--- config.mk ---
export PLATFORM = sky130hd
export DESIGN_NAME = pulse_gen_multi_flat
export DESIGN_NICKNAME = d
export VERILOG_FILES = /design/src/rtl/pulse_gen_multi_if.sv /design/src/rtl/pulse_gen_multi.sv /design/src/flat_wrapper.sv
export SDC_FILE = /design/constraint.sdc
export NUM_CORES = 1
export LEC_CHECK = 0
export CORE_MARGIN = 4
export CORE_UTILIZATION = 45
export DETAILED_ROUTE_END_ITERATION = 16
export DONT_BUFFER_PORTS = 1
export GPL_ROUTABILITY_DRIVEN = 0
export PLACE_DENSITY = 0.65
export SYNTH_ARGS = -nofsm -noshare
export SYNTH_HDL_FRONTEND = slang
export SYNTH_SLANG_ARGS = --single-unit
--- constraint.sdc ---
create_clock -name clk -period 3.8 [get_ports clk]
set_clock_uncertainty 0.1 [all_clocks]
set_input_delay 0.57 -clock clk [delete_from_list [all_inputs] [get_ports clk]]
set_output_delay 0.57 -clock clk [all_outputs]
set_load 0.03 [all_outputs]
--- src/rtl/pulse_gen_multi_if.sv ---
// Control/status bundle for pulse_gen_multi: per-channel fields are packed
// side by side, with channel i at slice [i*W +: W].
interface pulse_gen_multi_if #(
    parameter int NCH     = 4,
    parameter int CNT_W   = 32,
    parameter int BURST_W = 16
);
    logic [NCH*CNT_W-1:0]   high_len;
    logic [NCH*CNT_W-1:0]   low_len;
    logic [NCH*2-1:0]       mode;
    logic [NCH*BURST_W-1:0] burst_num;
    logic [NCH-1:0]         start;
    logic [NCH-1:0]         stop;
    logic [NCH-1:0]         pulse_out;
    logic [NCH-1:0]         busy;
    logic [NCH-1:0]         rise;
    logic [NCH-1:0]         done;

    modport master (
        output high_len, low_len, mode, burst_num, start, stop,
        input  pulse_out, busy, rise, done
    );

    modport slave (
        input  high_len, low_len, mode, burst_num, start, stop,
        output pulse_out, busy, rise, done
    );
endinterface

--- src/rtl/pulse_gen_multi.sv ---
// Multi-channel pulse timer: each channel independently runs free-run,
// one-shot or burst pulses with per-phase lengths latched at phase entry.
module pulse_gen_multi #(
    parameter int NCH     = 4,
    parameter int CNT_W   = 32,
    parameter int BURST_W = 16
) (
    input  logic            clk,
    input  logic            reset,
    pulse_gen_multi_if.slave bus
);

    typedef enum logic [1:0] {
        ST_IDLE = 2'd0,
        ST_HIGH = 2'd1,
        ST_LOW  = 2'd2
    } state_e;

    localparam logic [1:0] MODE_FREE  = 2'd0;
    localparam logic [1:0] MODE_ONE   = 2'd1;
    localparam logic [1:0] MODE_BURST = 2'd2;
    localparam logic [1:0] MODE_RSVD  = 2'd3;

    logic [NCH-1:0] pulse_vec;
    logic [NCH-1:0] busy_vec;
    logic [NCH-1:0] rise_vec;
    logic [NCH-1:0] done_vec;

    generate
        for (genvar gi = 0; gi < NCH; gi++) begin : g_ch
            state_e             state_q, state_d;
            logic [CNT_W-1:0]   cnt_q, cnt_d;
            logic [CNT_W-1:0]   len_q, len_d;
            logic [1:0]         mode_q, mode_d;
            logic [BURST_W-1:0] remain_q, remain_d;
            logic               rise_q, rise_d;
            logic               done_q, done_d;

            logic [CNT_W-1:0]   high_len_ch;
            logic [CNT_W-1:0]   low_len_ch;
            logic [1:0]         mode_ch;
            logic [BURST_W-1:0] burst_ch;
            logic               start_ch;
            logic               stop_ch;
            logic               phase_end;

            assign high_len_ch = bus.high_len[gi*CNT_W +: CNT_W];
            assign low_len_ch  = bus.low_len[gi*CNT_W +: CNT_W];
            assign mode_ch     = bus.mode[gi*2 +: 2];
            assign burst_ch    = bus.burst_num[gi*BURST_W +: BURST_W];
            assign start_ch    = bus.start[gi];
            assign stop_ch     = bus.stop[gi];

            // len_q holds the length of whichever phase is currently running.
            assign phase_end = (cnt_q == len_q);

            always_ff @(posedge clk) begin
                if (reset) begin
                    state_q  <= ST_IDLE;
                    cnt_q    <= '0;
                    len_q    <= '0;
                    mode_q   <= '0;
                    remain_q <= '0;
                    rise_q   <= 1'b0;
                    done_q   <= 1'b0;
                end else begin
                    state_q  <= state_d;
                    cnt_q    <= cnt_d;
                    len_q    <= len_d;
                    mode_q   <= mode_d;
                    remain_q <= remain_d;
                    rise_q   <= rise_d;
                    done_q   <= done_d;
                end
            end

            always_comb begin
                state_d  = state_q;
                cnt_d    = cnt_q;
                len_d    = len_q;
                mode_d   = mode_q;
                remain_d = remain_q;
                rise_d   = 1'b0;
                done_d   = 1'b0;

                // Abort wins over launch and over phase completion.
                if (stop_ch) begin
                    state_d = ST_IDLE;
                    cnt_d   = '0;
                end else begin
                    case (state_q)
                        ST_IDLE: begin
                            if (start_ch && (mode_ch != MODE_RSVD)) begin
                                state_d  = ST_HIGH;
                                cnt_d    = '0;
                                len_d    = high_len_ch;
                                mode_d   = mode_ch;
                                remain_d = (burst_ch == '0) ? BURST_W'(1) : burst_ch;
                                rise_d   = 1'b1;
                            end
                        end

                        ST_HIGH: begin
                            if (!phase_end) begin
                                cnt_d = cnt_q + CNT_W'(1);
                            end else begin
                                cnt_d = '0;
                                case (mode_q)
                                    MODE_FREE: begin
                                        state_d = ST_LOW;
                                        len_d   = low_len_ch;
                                    end
                                    MODE_BURST: begin
                                        remain_d = remain_q - BURST_W'(1);
                                        // Final pulse of a burst ends without a trailing gap.
                                        if (remain_q == BURST_W'(1)) begin
                                            state_d = ST_IDLE;
                                            done_d  = 1'b1;
                                        end else begin
                                            state_d = ST_LOW;
                                            len_d   = low_len_ch;
                                        end
                                    end
                                    default: begin
                                        state_d = ST_IDLE;
                                        done_d  = 1'b1;
                                    end
                                endcase
                            end
                        end

                        ST_LOW: begin
                            if (phase_end) begin
                                state_d = ST_HIGH;
                                cnt_d   = '0;
                                len_d   = high_len_ch;
                                rise_d  = 1'b1;
                            end else begin
                                cnt_d = cnt_q + CNT_W'(1);
                            end
                        end

                        default: begin
                            state_d = ST_IDLE;
                            cnt_d   = '0;
                        end
                    endcase
                end
            end

            assign pulse_vec[gi] = (state_q == ST_HIGH);
            assign busy_vec[gi]  = (state_q == ST_HIGH) || (state_q == ST_LOW);
            assign rise_vec[gi]  = rise_q;
            assign done_vec[gi]  = done_q;
        end
    endgenerate

    assign bus.pulse_out = pulse_vec;
    assign bus.busy      = busy_vec;
    assign bus.rise      = rise_vec;
    assign bus.done      = done_vec;

endmodule

--- src/flat_wrapper.sv ---
// flat-port wrapper written by rule: the top's interface ports become plain ports
module pulse_gen_multi_flat 
#(
    parameter int NCH     = 4,
    parameter int CNT_W   = 32,
    parameter int BURST_W = 16
)
  (clk, reset, bus_high_len, bus_low_len, bus_mode, bus_burst_num, bus_start, bus_stop, bus_pulse_out, bus_busy, bus_rise, bus_done);
  pulse_gen_multi_if #(.NCH(NCH), .CNT_W(CNT_W), .BURST_W(BURST_W)) bus_i ();
  input  logic clk;
  input  logic reset;
  input wire logic [$bits(bus_i.high_len)-1:0] bus_high_len;
  input wire logic [$bits(bus_i.low_len)-1:0] bus_low_len;
  input wire logic [$bits(bus_i.mode)-1:0] bus_mode;
  input wire logic [$bits(bus_i.burst_num)-1:0] bus_burst_num;
  input wire logic [$bits(bus_i.start)-1:0] bus_start;
  input wire logic [$bits(bus_i.stop)-1:0] bus_stop;
  output wire logic [$bits(bus_i.pulse_out)-1:0] bus_pulse_out;
  output wire logic [$bits(bus_i.busy)-1:0] bus_busy;
  output wire logic [$bits(bus_i.rise)-1:0] bus_rise;
  output wire logic [$bits(bus_i.done)-1:0] bus_done;
  assign bus_i.high_len = bus_high_len;
  assign bus_i.low_len = bus_low_len;
  assign bus_i.mode = bus_mode;
  assign bus_i.burst_num = bus_burst_num;
  assign bus_i.start = bus_start;
  assign bus_i.stop = bus_stop;
  assign bus_pulse_out = bus_i.pulse_out;
  assign bus_busy = bus_i.busy;
  assign bus_rise = bus_i.rise;
  assign bus_done = bus_i.done;
  pulse_gen_multi #(.NCH(NCH), .CNT_W(CNT_W), .BURST_W(BURST_W)) u_core (.clk(clk), .reset(reset), .bus(bus_i));
endmodule
==> impl_metrics.tcl <==
set metrics [dict create \
    status "completed" \
    die-area_um2 45340 \
    seq_area_frac_synth_pct 36.44 \
    drive_gt1_share_pct 5.996 \
    wl_met2_um 24070 \
    p_leak_nw 7.458 \
    htree_levels 2 \
    combPwrFrac_pct 16.1 \
    final_cells 2701 \
    cp-start-kind "flop" \
    yosysTopAreaCellShare_pct 36.44 \
    yosys.area.top_type "dfxtp_1" \
    drt_pre_antenna_iters 6 \
    worstSkewPairLatency_ns 0.56 \
    wl_met3_um 3848 \
    cts_buffers 40 \
    cts_setup_buffers 0 \
    clock-sinks 344 \
    gr-total-overflow 0 \
    grt.total_usage_pct 22.19 \
    endpoint_kind "flop" \
    drt_iter0_drc 1407 \
    synth_flop_cell "dfxtp_1" \
    fp-row-count 74 \
    clkPwrFrac_pct 41.5 \
    cp_max_fo 32 \
    seqCellArea_um2 6887 \
    ys_ff_latch 344 \
    path_cells "or4_4, or3_1, o41a_1, and4_4, or3_1, a211oi_1" \
    relSlewSlack_pct 21.26 \
    rsz0062_at_grt "false" \
    clkTransAtPathRegs_ns 0.06 \
    drc_errors 0 \
    hpwl_um 37180 \
    synth_edf_count 0 \
    ios 354 \
    critical_path_buf_inv_count 0 \
    die_h_um 212.9 \
    grt_pass1_vias 15890 \
    grt_pass1_wl_um 83050 \
    seqPwrFrac_pct 42.4 \
    power.density_nw_per_um2 454.8 \
    finalSetupViolations 0 \
    finalNetCount 2505 \
    cts-root-buf "clkbuf_16" \
    antenna_found_initial 1 \
    vias_per_cell 6.095 \
    area_growth_pct 9.288 \
    portBuffers 0 \
    worst_pin_slew_ns 1.181 \
    drt-met1-wl_um 24360 \
    p_switching_w 0.002653 \
    multi_input_area_um2 11210 \
    maxCapViolations 0 \
    critPathMaxStageDelay_ns 0.83 \
    arrival_ns 3.77 \
    die_w_um 212.9 \
    dpl.cell_count 2622 \
    cts_buffer_depth 3 \
    crit_family "simple AND/OR/NAND/NOR gates" \
    synth_cell_types 72 \
    hp-class "in -> reg" \
    swShare_pct 28.24 \
    final.fill_count 3870 \
    cp.required_ns 4.15 \
    synthTopCellsByArea "dfxtp_1, xor2_1, mux2i_1" \
    ant_nets 0 \
    cts_tree "done" \
    coreArea_um2 41200 \
    yosysWarnings 0 \
    slowest_stage "or3_1" \
    hold_viol_final 0 \
    min_period_ns 3.418 \
    avgSynthCellArea_um2 8.548 \
    async_flop_share_pct 0 \
    cts_resized 0 \
    slew_viol_final 0 \
    setup.worst_path.class "reg -> reg" \
    cts_hold_buffers 5 \
    vias 16460 \
    crit_top_cell "or3_1" \
    max_freq_mhz 292.6 \
    fin_tns_setup_ns 0 \
    grt_max_degree 164 \
    highest_layer "met4" \
    min_period_over_period_pct 89.94 \
    p_int_w 0.006742 \
    syn_area_um2 18900 \
    drt-total-wl_um 53590 \
    post_drt_wl_per_cell_um 19.84 \
    peakVddDrop_uv 323.1 \
    syn-num-nets 2577 \
    syn_inst 2211 \
    start_util_pct 45.87 \
]
==> synth_stat cells, types with 12 or more instances <==
master,instances
dfxtp_1,344
xor2_1,193
or3_1,17
nand4_1,33
or4_1,12
clkbuf_1,135
nor3_1,78
a211oi_1,158
o31ai_1,26
o21ai_0,52
nor2b_1,16
nor4_1,130
a21oi_1,73
nor2_1,200
nand2_1,123
and3_1,25
ha_1,28
xnor2_1,55
a31oi_1,54
mux2i_1,141
inv_1,55
and4_1,23
nand3_1,66
==> state kept, by name (all words and copies together), names as in the netlist <==
register / flops
u_core.g_ch.state_q: 8
u_core.g_ch.remain_q: 64
u_core.g_ch.done_q: 4
u_core.g_ch.len_q: 128
u_core.g_ch.cnt_q: 128
u_core.g_ch.rise_q: 4
u_core.g_ch.mode_q: 8
==> cell usage in the layout (no fill, tap or decap), types with 10 or more instances in the layout <==
master       n
xor2_1     193
or4_1       12
ha_1        24
or3_1       17
a31oi_1     54
a211oi_1   158
nor4_1     128
a21oi_1     73
o21ai_0     52
inv_1       55
and4_1      23
clkbuf_16   41
buf_4       36
nor2_1     200
nand3_1     66
dfxtp_1    344
nand4_1     33
xnor2_1     55
clkbuf_1    10
nand2_1    123
nor3_1      78
and3_1      25
nor2b_1     16
mux2i_1    141
o31ai_1     25
==> worst reg2reg max path: stages (launching register included) <==
cell      delay [ns]
dfxtp_1         0.36
or4_4           0.58
or3_1           0.39
o41a_1          0.43
and4_4          0.20
or3_1           0.83
a211oi_1        0.43
==> power by group through the flow <==
stage	combinational (W)	sequential, W	clock [W]
6_report	0.00151	0.00399	0.00390
5_1_grt	0.00167	0.00401	0.00413
4_1_cts	0.00149	0.00398	0.00397
3_5_place_dp	0.00147	0.00406	0
3_3_place_gp	0.00144	0.00406	0
2_1_floorplan	0.00118	0.00400	0
==> through the flow <==
| stage | total power, W | hold WS, ns | setup WS [ns] | cell area [µm²] | util, % |
|---|---|---|---|---|---|
| final | 0.009395 | 0.03700 | 0.3823 | 20660 | 50.13 |
| after global routing | 0.009807 | 0.002841 | 0.2159 | 20660 | 50.13 |
| after CTS | 0.009446 | 0.003299 | 0.4116 | 20630 | 50.08 |
| after detailed placement | 0.005528 | 0.3742 | 0.4376 | 19260 | 46.75 |
| after global placement | 0.005496 | 0.3633 | 0.5368 | 19260 | 46.75 |
| after floorplan | 0.005178 | 0.3538 | 0.9013 | 18900 | - |
==> worst paths after layout <==
path / startpoint / to / slack (ns) / depth (start not counted)
max: u_core.g_ch[2].remain_q[8] / u_core.g_ch[2].len_q[25] / 0.38 / 6
min: reset / u_core.g_ch[3].len_q[15] / 0.04 / 1
max reg2reg: u_core.g_ch[2].remain_q[8] / u_core.g_ch[2].len_q[25] / 0.38 / 6
min reg2reg: u_core.g_ch[1].mode_q[0] / u_core.g_ch[1].mode_q[0] / 0.38 / 2
==> final cells by class <==
cell class	count	share of cell area, %
clock inverter	11	0.6481
timing repair buffer	44	1.745
multi-input combinational	1654	54.29
inverter	55	0.9995
tap	532	3.222
sequential	344	33.34
clock buffer	60	5.748
antenna	1	0.01211
==> metal layers <==
layer	vias to the layer above	GRT usage (%)
met4	0	6.530
met5	-	0
met2	576	34.99
met3	77	4.628
li1	8032	-
met1	7778	30.81
==> cell families (layout without fill, tap and decap cells) <==
group | count (synthesis) | count (layout) | synth area share (%)
and+or+nand+nor | 761 | 761 | 20.62
AOI/OAI and AO/OA | 475 | 475 | 17.32
DFF | 344 | 344 | 36.44
xor gates and xnor gates | 248 | 248 | 11.49
buffers and inverters | 213 | 170 | 4.753
muxes | 142 | 142 | 7.527
adders and majority gates | 28 | 28 | 1.854
other | 0 | 1 | 0
Power figures use the tool's default switching activity.
